===== src/rtl/threshold_engine_if.sv =====
// RAM port-2 bus between the threshold engine (master) and the dual-port RAM (slave).
interface threshold_engine_if #(
  parameter int unsigned BYTE_WIDTH = 8,
  parameter int unsigned ADDR_WIDTH = 20
) ();

  logic                  RAM_ren;
  logic                  RAM_wen;
  logic [BYTE_WIDTH-1:0] RAM_in;
  logic [ADDR_WIDTH-1:0] RAM_addr;
  logic [BYTE_WIDTH-1:0] RAM_out;

  modport master (
    output RAM_ren,
    output RAM_wen,
    output RAM_in,
    output RAM_addr,
    input  RAM_out
  );

  modport slave (
    input  RAM_ren,
    input  RAM_wen,
    input  RAM_in,
    input  RAM_addr,
    output RAM_out
  );

endinterface


===== src/rtl/threshold_engine.sv =====
// Multi-mode threshold stage: walks the BMP pixel array in raster order, reads the gray byte of
// each pixel, writes the thresholded value to every channel byte and counts foreground pixels.
module threshold_engine #(
  parameter int unsigned BYTE_WIDTH  = 8,
  parameter int unsigned ADDR_WIDTH  = 20,
  parameter int unsigned HEADER_SIZE = 54,
  parameter int unsigned IMG_WIDTH   = 512,
  parameter int unsigned IMG_HEIGHT  = 512,
  parameter int unsigned CHANNELS    = 3,
  parameter int unsigned CNT_WIDTH   = 20
) (
  input  logic                  clk,
  input  logic                  rst_n,
  input  logic                  in_valid,
  input  logic                  gray_done,
  input  logic [1:0]            mode,
  input  logic [BYTE_WIDTH-1:0] threshold,
  threshold_engine_if.master    ram,
  output logic [CNT_WIDTH-1:0]  fg_count,
  output logic                  done
);

  // Row pitch in bytes, padded to a multiple of four.
  localparam int unsigned STRIDE = ((IMG_WIDTH * CHANNELS + 3) / 4) * 4;
  localparam int unsigned XW = (IMG_WIDTH > 1) ? $clog2(IMG_WIDTH) : 1;
  localparam int unsigned YW = (IMG_HEIGHT > 1) ? $clog2(IMG_HEIGHT) : 1;
  localparam int unsigned CW = (CHANNELS > 1) ? $clog2(CHANNELS) : 1;

  localparam logic [ADDR_WIDTH-1:0] HdrAddr    = ADDR_WIDTH'(HEADER_SIZE);
  localparam logic [ADDR_WIDTH-1:0] StrideAddr = ADDR_WIDTH'(STRIDE);
  localparam logic [ADDR_WIDTH-1:0] ChAddr     = ADDR_WIDTH'(CHANNELS);
  localparam logic [XW-1:0]         XLast      = XW'(IMG_WIDTH - 1);
  localparam logic [YW-1:0]         YLast      = YW'(IMG_HEIGHT - 1);
  localparam logic [CW-1:0]         CLast      = CW'(CHANNELS - 1);
  localparam logic [BYTE_WIDTH-1:0] PixMax     = '1;
  localparam logic [CNT_WIDTH-1:0]  CntMax     = '1;

  typedef enum logic [2:0] {StIdle, StRd, StLat, StWr, StDone} state_e;

  state_e                state_q;
  logic [XW-1:0]         x_q;
  logic [YW-1:0]         y_q;
  logic [CW-1:0]         c_q;
  logic [ADDR_WIDTH-1:0] row_base_q;
  logic [ADDR_WIDTH-1:0] pix_base_q;
  logic [1:0]            mode_q;
  logic [BYTE_WIDTH-1:0] thr_q;
  logic                  ren_q;
  logic                  wen_q;
  logic [BYTE_WIDTH-1:0] wdata_q;
  logic [ADDR_WIDTH-1:0] addr_q;
  logic [CNT_WIDTH-1:0]  fg_q;
  logic                  done_q;
  logic                  last_pix;
  logic                  row_end;

  assign ram.RAM_ren  = ren_q;
  assign ram.RAM_wen  = wen_q;
  assign ram.RAM_in   = wdata_q;
  assign ram.RAM_addr = addr_q;
  assign fg_count     = fg_q;
  assign done         = done_q;

  assign row_end  = (x_q == XLast);
  assign last_pix = row_end && (y_q == YLast);

  function automatic logic [BYTE_WIDTH-1:0] apply_mode(input logic [1:0]            m,
                                                       input logic [BYTE_WIDTH-1:0] p,
                                                       input logic [BYTE_WIDTH-1:0] t);
    logic above;
    above = (p > t);
    case (m)
      2'd0:    return above ? PixMax : '0;
      2'd1:    return above ? '0 : PixMax;
      2'd2:    return above ? t : p;
      default: return above ? p : '0;
    endcase
  endfunction

  // Pixel-walk FSM; every bus output is registered here.
  always_ff @(posedge clk or negedge rst_n) begin
    if (!rst_n) begin
      state_q    <= StIdle;
      x_q        <= '0;
      y_q        <= '0;
      c_q        <= '0;
      row_base_q <= '0;
      pix_base_q <= '0;
      mode_q     <= '0;
      thr_q      <= '0;
      ren_q      <= 1'b0;
      wen_q      <= 1'b0;
      wdata_q    <= '0;
      addr_q     <= '0;
      fg_q       <= '0;
      done_q     <= 1'b0;
    end else begin
      case (state_q)
        StIdle: begin
          if (in_valid && gray_done) begin
            mode_q     <= mode;
            thr_q      <= threshold;
            fg_q       <= '0;
            x_q        <= '0;
            y_q        <= '0;
            row_base_q <= HdrAddr;
            pix_base_q <= HdrAddr;
            ren_q      <= 1'b1;
            addr_q     <= HdrAddr;
            state_q    <= StRd;
          end
        end

        StRd: begin
          ren_q   <= 1'b0;
          addr_q  <= '0;
          state_q <= in_valid ? StLat : StIdle;
        end

        StLat: begin
          if (!in_valid) begin
            state_q <= StIdle;
          end else begin
            if ((ram.RAM_out > thr_q) && (fg_q != CntMax)) begin
              fg_q <= fg_q + CNT_WIDTH'(1);
            end
            wdata_q <= apply_mode(mode_q, ram.RAM_out, thr_q);
            wen_q   <= 1'b1;
            addr_q  <= pix_base_q;
            c_q     <= '0;
            state_q <= StWr;
          end
        end

        StWr: begin
          if (!in_valid) begin
            // Abort leaves the current pixel partially written.
            wen_q   <= 1'b0;
            wdata_q <= '0;
            addr_q  <= '0;
            state_q <= StIdle;
          end else if (c_q != CLast) begin
            c_q    <= c_q + CW'(1);
            addr_q <= addr_q + ADDR_WIDTH'(1);
          end else begin
            wen_q   <= 1'b0;
            wdata_q <= '0;
            if (last_pix) begin
              addr_q  <= '0;
              done_q  <= 1'b1;
              state_q <= StDone;
            end else begin
              ren_q   <= 1'b1;
              state_q <= StRd;
              // Next pixel base by accumulation: skip row padding at row end.
              if (row_end) begin
                x_q        <= '0;
                y_q        <= y_q + YW'(1);
                row_base_q <= row_base_q + StrideAddr;
                pix_base_q <= row_base_q + StrideAddr;
                addr_q     <= row_base_q + StrideAddr;
              end else begin
                x_q        <= x_q + XW'(1);
                pix_base_q <= pix_base_q + ChAddr;
                addr_q     <= pix_base_q + ChAddr;
              end
            end
          end
        end

        StDone: begin
          done_q <= 1'b1;
        end

        default: begin
          state_q <= StIdle;
        end
      endcase
    end
  end

endmodule

===== src/flat_wrapper.sv =====
// flat-port wrapper written by rule: the top's interface ports become plain ports
module threshold_engine_flat 
#(
  parameter int unsigned BYTE_WIDTH  = 8,
  parameter int unsigned ADDR_WIDTH  = 20,
  parameter int unsigned HEADER_SIZE = 54,
  parameter int unsigned IMG_WIDTH   = 512,
  parameter int unsigned IMG_HEIGHT  = 512,
  parameter int unsigned CHANNELS    = 3,
  parameter int unsigned CNT_WIDTH   = 20
)
  (clk, rst_n, in_valid, gray_done, mode, threshold, fg_count, done, ram_RAM_ren, ram_RAM_wen, ram_RAM_in, ram_RAM_addr, ram_RAM_out);
  threshold_engine_if #(.BYTE_WIDTH(BYTE_WIDTH), .ADDR_WIDTH(ADDR_WIDTH)) ram_i ();
  input  logic clk;
  input  logic rst_n;
  input  logic in_valid;
  input  logic gray_done;
  input  logic [1:0] mode;
  input  logic [BYTE_WIDTH-1:0] threshold;
  output logic [CNT_WIDTH-1:0] fg_count;
  output logic done;
  output wire logic [$bits(ram_i.RAM_ren)-1:0] ram_RAM_ren;
  output wire logic [$bits(ram_i.RAM_wen)-1:0] ram_RAM_wen;
  output wire logic [$bits(ram_i.RAM_in)-1:0] ram_RAM_in;
  output wire logic [$bits(ram_i.RAM_addr)-1:0] ram_RAM_addr;
  input wire logic [$bits(ram_i.RAM_out)-1:0] ram_RAM_out;
  assign ram_RAM_ren = ram_i.RAM_ren;
  assign ram_RAM_wen = ram_i.RAM_wen;
  assign ram_RAM_in = ram_i.RAM_in;
  assign ram_RAM_addr = ram_i.RAM_addr;
  assign ram_i.RAM_out = ram_RAM_out;
  threshold_engine #(.BYTE_WIDTH(BYTE_WIDTH), .ADDR_WIDTH(ADDR_WIDTH), .HEADER_SIZE(HEADER_SIZE), .IMG_WIDTH(IMG_WIDTH), .IMG_HEIGHT(IMG_HEIGHT), .CHANNELS(CHANNELS), .CNT_WIDTH(CNT_WIDTH)) u_core (.clk(clk), .rst_n(rst_n), .in_valid(in_valid), .gray_done(gray_done), .mode(mode), .threshold(threshold), .ram(ram_i), .fg_count(fg_count), .done(done));
endmodule

===== config.mk =====
export PLATFORM = sky130hd
export DESIGN_NAME = threshold_engine_flat
export DESIGN_NICKNAME = d
export VERILOG_FILES = /design/src/rtl/threshold_engine_if.sv /design/src/rtl/threshold_engine.sv /design/src/flat_wrapper.sv
export SDC_FILE = /design/constraint.sdc
export NUM_CORES = 1
export LEC_CHECK = 0
export ABC_AREA = 1
export ABC_CLOCK_PERIOD_IN_PS = 3900
export BUFFER_PORTS_ARGS = -buffer_cell sky130_fd_sc_hd__buf_2
export CAP_MARGIN = 20
export CORE_MARGIN = 2
export CORE_UTILIZATION = 35
export CTS_CLUSTER_DIAMETER = 200
export DETAILED_ROUTE_END_ITERATION = 10
export HOLD_SLACK_MARGIN = 0.03
export SLEW_MARGIN = 20
export SYNTH_ARGS = -nofsm -noshare
export SYNTH_HDL_FRONTEND = slang
export SYNTH_SLANG_ARGS = --single-unit
export TNS_END_PERCENT = 30

===== constraint.sdc =====
create_clock -name clk -period 3.9 [get_ports clk]
set_input_delay 0.39 -clock clk [delete_from_list [all_inputs] [get_ports clk]]
set_output_delay 0.39 -clock clk [all_outputs]
set_load 0.01 [all_outputs]

# Word-level counts from Yosys, hierarchy flattened
# Index checks and enable logic that the tools add are counted.
dict set report word_totals {
  regBits 124
  in_bits 22
}
dict set report op_classes {
  n_addsub 7
  order_cmp 1
  eq_ne 20
  n_mux 64
  n_bitwise 1
  n_reduce_logical 21
}
# op count
set op_table {}
lappend op_table {{two-way mux 20 bit} 16}
lappend op_table {{case mux 20 bit (2 select lines)} 3}
lappend op_table {{two-way mux 9 bit} 9}
lappend op_table {{case mux 20 bit (4 select lines)} 1}
lappend op_table {{two-way mux 8 bit} 7}
lappend op_table {{adder 20 x 1 -> 20 bit (second input constant)} 2}
lappend op_table {{case mux 9 bit (2 select lines)} 2}
lappend op_table {{case mux 8 bit (3 select lines)} 1}
lappend op_table {{adder 20 x 11 -> 20 bit (second input constant)} 1}
lappend op_table {{adder 20 x 2 -> 20 bit (second input constant)} 1}
lappend op_table {{!= test 20 bit (second input constant)} 1}
lappend op_table {{adder 9 x 1 -> 9 bit (second input constant)} 2}
lappend op_table {{== test 9 bit (second input constant)} 2}
lappend op_table {{case mux 8 bit (2 select lines)} 1}
lappend op_table {{case mux 3 bit (5 select lines)} 1}
lappend op_table {{two-way mux 3 bit} 4}
lappend op_table {{AND reduction 4 bit} 3}
lappend op_table {{two-way mux 1 bit} 10}
lappend op_table {{two-way mux 2 bit} 5}
lappend op_table {{!= test 2 x 1 -> 1 bit (second input constant)} 5}
lappend op_table {{!= test 2 bit (second input constant)} 5}
lappend op_table {{AND reduction 5 bit} 2}
lappend op_table {{AND reduction 3 bit} 3}
lappend op_table {{greater-than comparator 8 bit} 1}
lappend op_table {{19 further kinds} 26}

# Longest topological paths before layout
dict set report logic_depth {
  depth_word 6
  ltp_mapped 16
  ltp_nobuf 15
}

# Least setup slack after synthesis
# Ideal clock, no wire load.
dict set report synth_timing {
  kind {register -> register}
  startpoint {register u_core.x_q[0]}
  endpoint {register u_core.addr_q[3] (netlist: u_core.ram.RAM_addr[3])}
  setup_time_ps 132
  arrival_time_ps 1989
  required_ps 3768
  path_slack_ps 1778
  path_stages_with_launch 14
  n_path_buf 2
  path_cell_list {dfrtp_1 ha_1 nand4_1 nor2_1 nand2_1 nor2_1 ha_1 buf_2 clkinv_1 clkbuf_1 nand4_1 o221ai_1 nand2_1 o21ai_0}
}
dict set report synth_between {
  elab_chain_len 6
  elab_cells_between_ends 7
  cone_classes {eq/ne: 1; mux: 5; reduce/logical: 1}
}
# item line_no
set synth_rtl {}
lappend synth_rtl {{start, declared} threshold_engine.sv:41} ;# logic [XW-1:0] x_q;
lappend synth_rtl {{start signal, assigned} threshold_engine.sv:163} ;# x_q <= x_q + XW'(1);
lappend synth_rtl {{== test 9 bit (*)} threshold_engine.sv:64} ;# assign row_end = (x_q == XLast);
lappend synth_rtl {{two-way mux 20 bit / logical AND 1 bit (equally long branches)} {threshold_engine.sv:156, threshold_engine.sv:65}}
lappend synth_rtl {{two-way mux 20 bit (*)} threshold_engine.sv:148} ;# if (last_pix) begin
lappend synth_rtl {{two-way mux 20 bit (*)} threshold_engine.sv:142} ;# end else if (c_q != CLast) begin
lappend synth_rtl {{two-way mux 20 bit (*)} threshold_engine.sv:136} ;# if (!in_valid) begin
lappend synth_rtl {{case mux 20 bit (4 select lines) (*)} threshold_engine.sv:98} ;# case (state_q)
lappend synth_rtl {{end signal, assigned} threshold_engine.sv:109} ;# addr_q <= HdrAddr;
lappend synth_rtl {{end signal, assigned} threshold_engine.sv:144} ;# addr_q <= addr_q + ADDR_WIDTH'(1);
lappend synth_rtl {{end signal, assigned} threshold_engine.sv:161} ;# addr_q <= row_base_q + StrideAddr;
lappend synth_rtl {{end, declared} threshold_engine.sv:51} ;# logic [ADDR_WIDTH-1:0] addr_q;
# Mark *: on every way between the ends. The rest lies on a longest branch, timed or not.
# A chain may end at the register's enable or synchronous reset.

# Worst setup path in the final report
dict set report layout_timing {
  startpoint {register u_core.x_q[0]}
  endpoint {register u_core.y_q[6]}
}
dict set report layout_between {
  elab_chain_len 4
  elab_cells_between_ends 5
  cone_classes {eq/ne: 3; reduce/logical: 2}
}
# item line_no
set layout_rtl {}
lappend layout_rtl {{== test 9 bit (*)} threshold_engine.sv:64}
lappend layout_rtl {{logical AND 1 bit} threshold_engine.sv:65} ;# assign last_pix = row_end && (y_q == YLast);
lappend layout_rtl {{!= test 2 bit (no line)} --}
lappend layout_rtl {{AND reduction 6 bit (no line) (*)} --}
lappend layout_rtl {{end signal, assigned} threshold_engine.sv:158} ;# y_q <= y_q + YW'(1);
lappend layout_rtl {{end, declared} threshold_engine.sv:42} ;# logic [YW-1:0] y_q;
# Marks and branches as above.

==> out/results.ini <==
[timing]
hold_slack_ns = 0.0806
finalSetupTns_ns = 0
relSlewSlack = 0.392
post-route-period-util = 0.703
setup_viol = 0
grt_setup_unrepaired = no
worstMarginPinSlew_ns = 0.912
max_freq_ghz = 0.365
slew_viol_final = 0
fin_skew_ns = 0.00758
hold_viol_final = 0
fin_crit_ns = 2.74

[worst_setup_path]
crit_chain = ha_1 -> nand4_1 -> nor2_1 -> nand2_1 -> nor2_1 -> ha_1 -> buf_4 -> nand2_1 -> nand2_2 -> nand2_1 -> nand2_2 -> inv_2 -> nand2_1 -> clkinv_1 -> nand2_1 -> a21oi_1
critPathRequiredTime_ns = 4.20
cpMaxStageDelayCell = dfrtp_1
cpPeakStageDelay_ns = 0.37
arrival_ns = 3.04
r2r_slack_ns = 1.16
crit_path_frequent_cell = nand2_1
critical_path_class = reg2reg
path_buf_inv = 3
critical_path.endpoint_type = flip-flop
crit_fanout = 18
cp_top_family = simple AND/OR/NAND/NOR gates
cp-start-kind = flip-flop

[final_layout]
n_antenna_cell = 0
final_layout_size_suffix_gt1_frac = 0.174
fin_nets = 1132
synthToLayoutAreaGrowth_pct = 17.2
fillCellCount = 2076
stdcell_count = 1376

[clock_tree]
cts_buffers = 17
clk_pin_slew_ns = 0.06
cts.sinks = 116
cts_buffer_depth = 2
clk_latency_ns = 0.42
h-tree-depth = 4
root_buffer = clkbuf_16
post_cts_buffers = 0
ctsResizeCount = 0
tritoncts = yes
hold_buffers = 0

[min_path]
hold_class = in2async

[routing]
drc = 0
drt-wirelength-per-cell_um = 13.8
drtIter0Drc = 530
via_per_inst = 4.93
antenna_left = 0
first_pass_iters = 6
dr_total_vias = 6788
routed_wl_um = 19000

[floorplan]
die_area_mm2 = 0.0221
num_rows = 52
die_w_um = 149
design.portCount = 73
initial_utilization = 0.360
die_h_um = 149
fp.coreArea_mm2 = 0.0204

[power]
leakagePower_nw = 4.04
powerDensity_mw_per_mm2 = 544
ir_worst_vdd_mv = 0.321
p_total_w = 0.00467

[logic_synthesis]
synthCells = 1017
netlist_top_cells_area = dfrtp_1 (40%), nand2_1 (15%), nand3_1 (6.4%)
async_flop_share = 1.00
synth_xor_area_frac = 0.0323
synth-edff-count = 0
ys.flop_type = dfrtp_1
yosys_warnings = 0
synth_seq_area_share = 0.396
synth_top_family_by_area = simple AND/OR/NAND/NOR gates
synthAdderAreaFrac = 0.0290
synth_seq_cells = 116
synth_compound_area_frac = 0.125
yosys.area.top_type_share = 0.396
yosys-mux-area-fraction = 0.00154
syn_nets = 1056
yosysTopAreaCell = dfrtp_1
ys_top_cells_by_count = nand2_1 (288), dfrtp_1 (116), inv_1 (114), nand3_1 (93), nor2_1 (80)
netlist_area_mm2 = 0.00732
synth_simple_gate_area_frac = 0.331
synth.most_common_cell = nand2_1
synthDistinctLibCells = 43
syn_avg_cell_area_um2 = 7.20

[grt]
antenna_found_initial = 0
grt_util_met2 = 0.295
grt.met1_usage = 0.249
grt_usage = 0.182
grt_max_degree = 69
busiest_layer = met2
grt_use_met3 = 0.0331
grt.overflow.total = 0
grt_pass1_vias = 6480
grt_pass1_wl_um = 32300

[place]
dp_hpwl_um = 13900
gp_congestion = 0.876
place_inst = 1344
port_buffers = 72

[job]
cap_viol_max_count = 0

[status]
status = complete, no violations

## per-layer routing
metal | part of all wire | routed length, µm
met1 | 0.47 | 9010
met2 | 0.48 | 9160
met3 | 0.034 | 643
met4 | 0.0097 | 184
met5 | 0 | 0
## cells in the final DEF (no fill, tap or decap), types with 4 or more instances in the layout
master      instances
nand2_1           288
dfrtp_1           116
inv_1             114
nand3_1            93
nor2_1             80
buf_2              71
o21ai_0            68
a21oi_1            32
xor2_1             23
nand2_2            19
nand4_1            18
o21ai_2            18
ha_1               17
clkbuf_16          17
nor3_1             14
or2_2              14
inv_2              11
buf_4              11
o22ai_1             9
nor2_2              7
o21ai_1             7
a31oi_1             6
nor4_1              4
a22oi_1             4
o211ai_1            4
xnor2_1             4
bufinv_16           4
clkinvlp_4          4
## logic make-up (layout without fill, tap and decap cells)
kind of cell               after synthesis  count (layout)
buffers and inverters                  152             241
muxes                                    1               1
DFF                                    116             116
xor gates and xnor gates                27              27
AOI/OAI and AO/OA                      155             155
adders and majority gates               17              17
and+or+nand+nor                        549             549
## per-stage QoR
step / worst slack (ns) / instance area, µm² / utilization
floorplan: 1.78 / 7320 / -
global placement: 1.25 / 7960 / 0.391
detailed placement: 1.19 / 7960 / 0.391
CTS: 1.16 / 8580 / 0.421
global route: 0.896 / 8580 / 0.421
finish: 1.16 / 8580 / 0.421
## state kept, by name, summed over array words and instances, names as in the netlist
register and count:
u_core.ram.RAM_addr 20, u_core.x_q 9, u_core.ram.RAM_in 8, u_core.ram.RAM_ren 1
u_core.fg_count 20, u_core.mode_q 2, u_core.thr_q 8, u_core.done 1
u_core.y_q 9, u_core.c_q 2, u_core.row_base_q 12, u_core.state_q 3
u_core.pix_base_q 20, u_core.ram.RAM_wen 1
## where the power goes
part	switching [W]	internal, W	total, W
sequential	0.0000976	0.00136	0.00146
clock	0.000584	0.00108	0.00167
combinational	0.00114	0.000409	0.00155
## final cells by class
cell class              instances  area, µm²  area share
clock inverters                13        183      0.0213
well taps                     270        338      0.0394
clock buffers                  19        443      0.0516
flip-flops and latches        116       2900       0.338
repair buffers                 82        438      0.0510
multi-input cells             749       3800       0.443
inverters                     127        477      0.0555
## final timing paths
check	startpoint	end	depth (start not counted)
worst max-delay path	u_core.x_q[0]$_DFFE_PN0P_	u_core.y_q[6]$_DFFE_PN0P_	16
worst min-delay path	rst_n	u_core.ram.RAM_addr[18]$_DFFE_PN0P_	1
worst max register to register	u_core.x_q[0]$_DFFE_PN0P_	u_core.y_q[6]$_DFFE_PN0P_	16
worst min register to register	u_core.y_q[2]$_DFFE_PN0P_	u_core.y_q[2]$_DFFE_PN0P_	1
max in group asynchronous	rst_n	u_core.row_base_q[5]$_DFFE_PN0P_	2
min in group clk	threshold[5]	u_core.thr_q[5]$_DFFE_PN0P_	3
No activity file was read; power rests on OpenSTA's default activity.
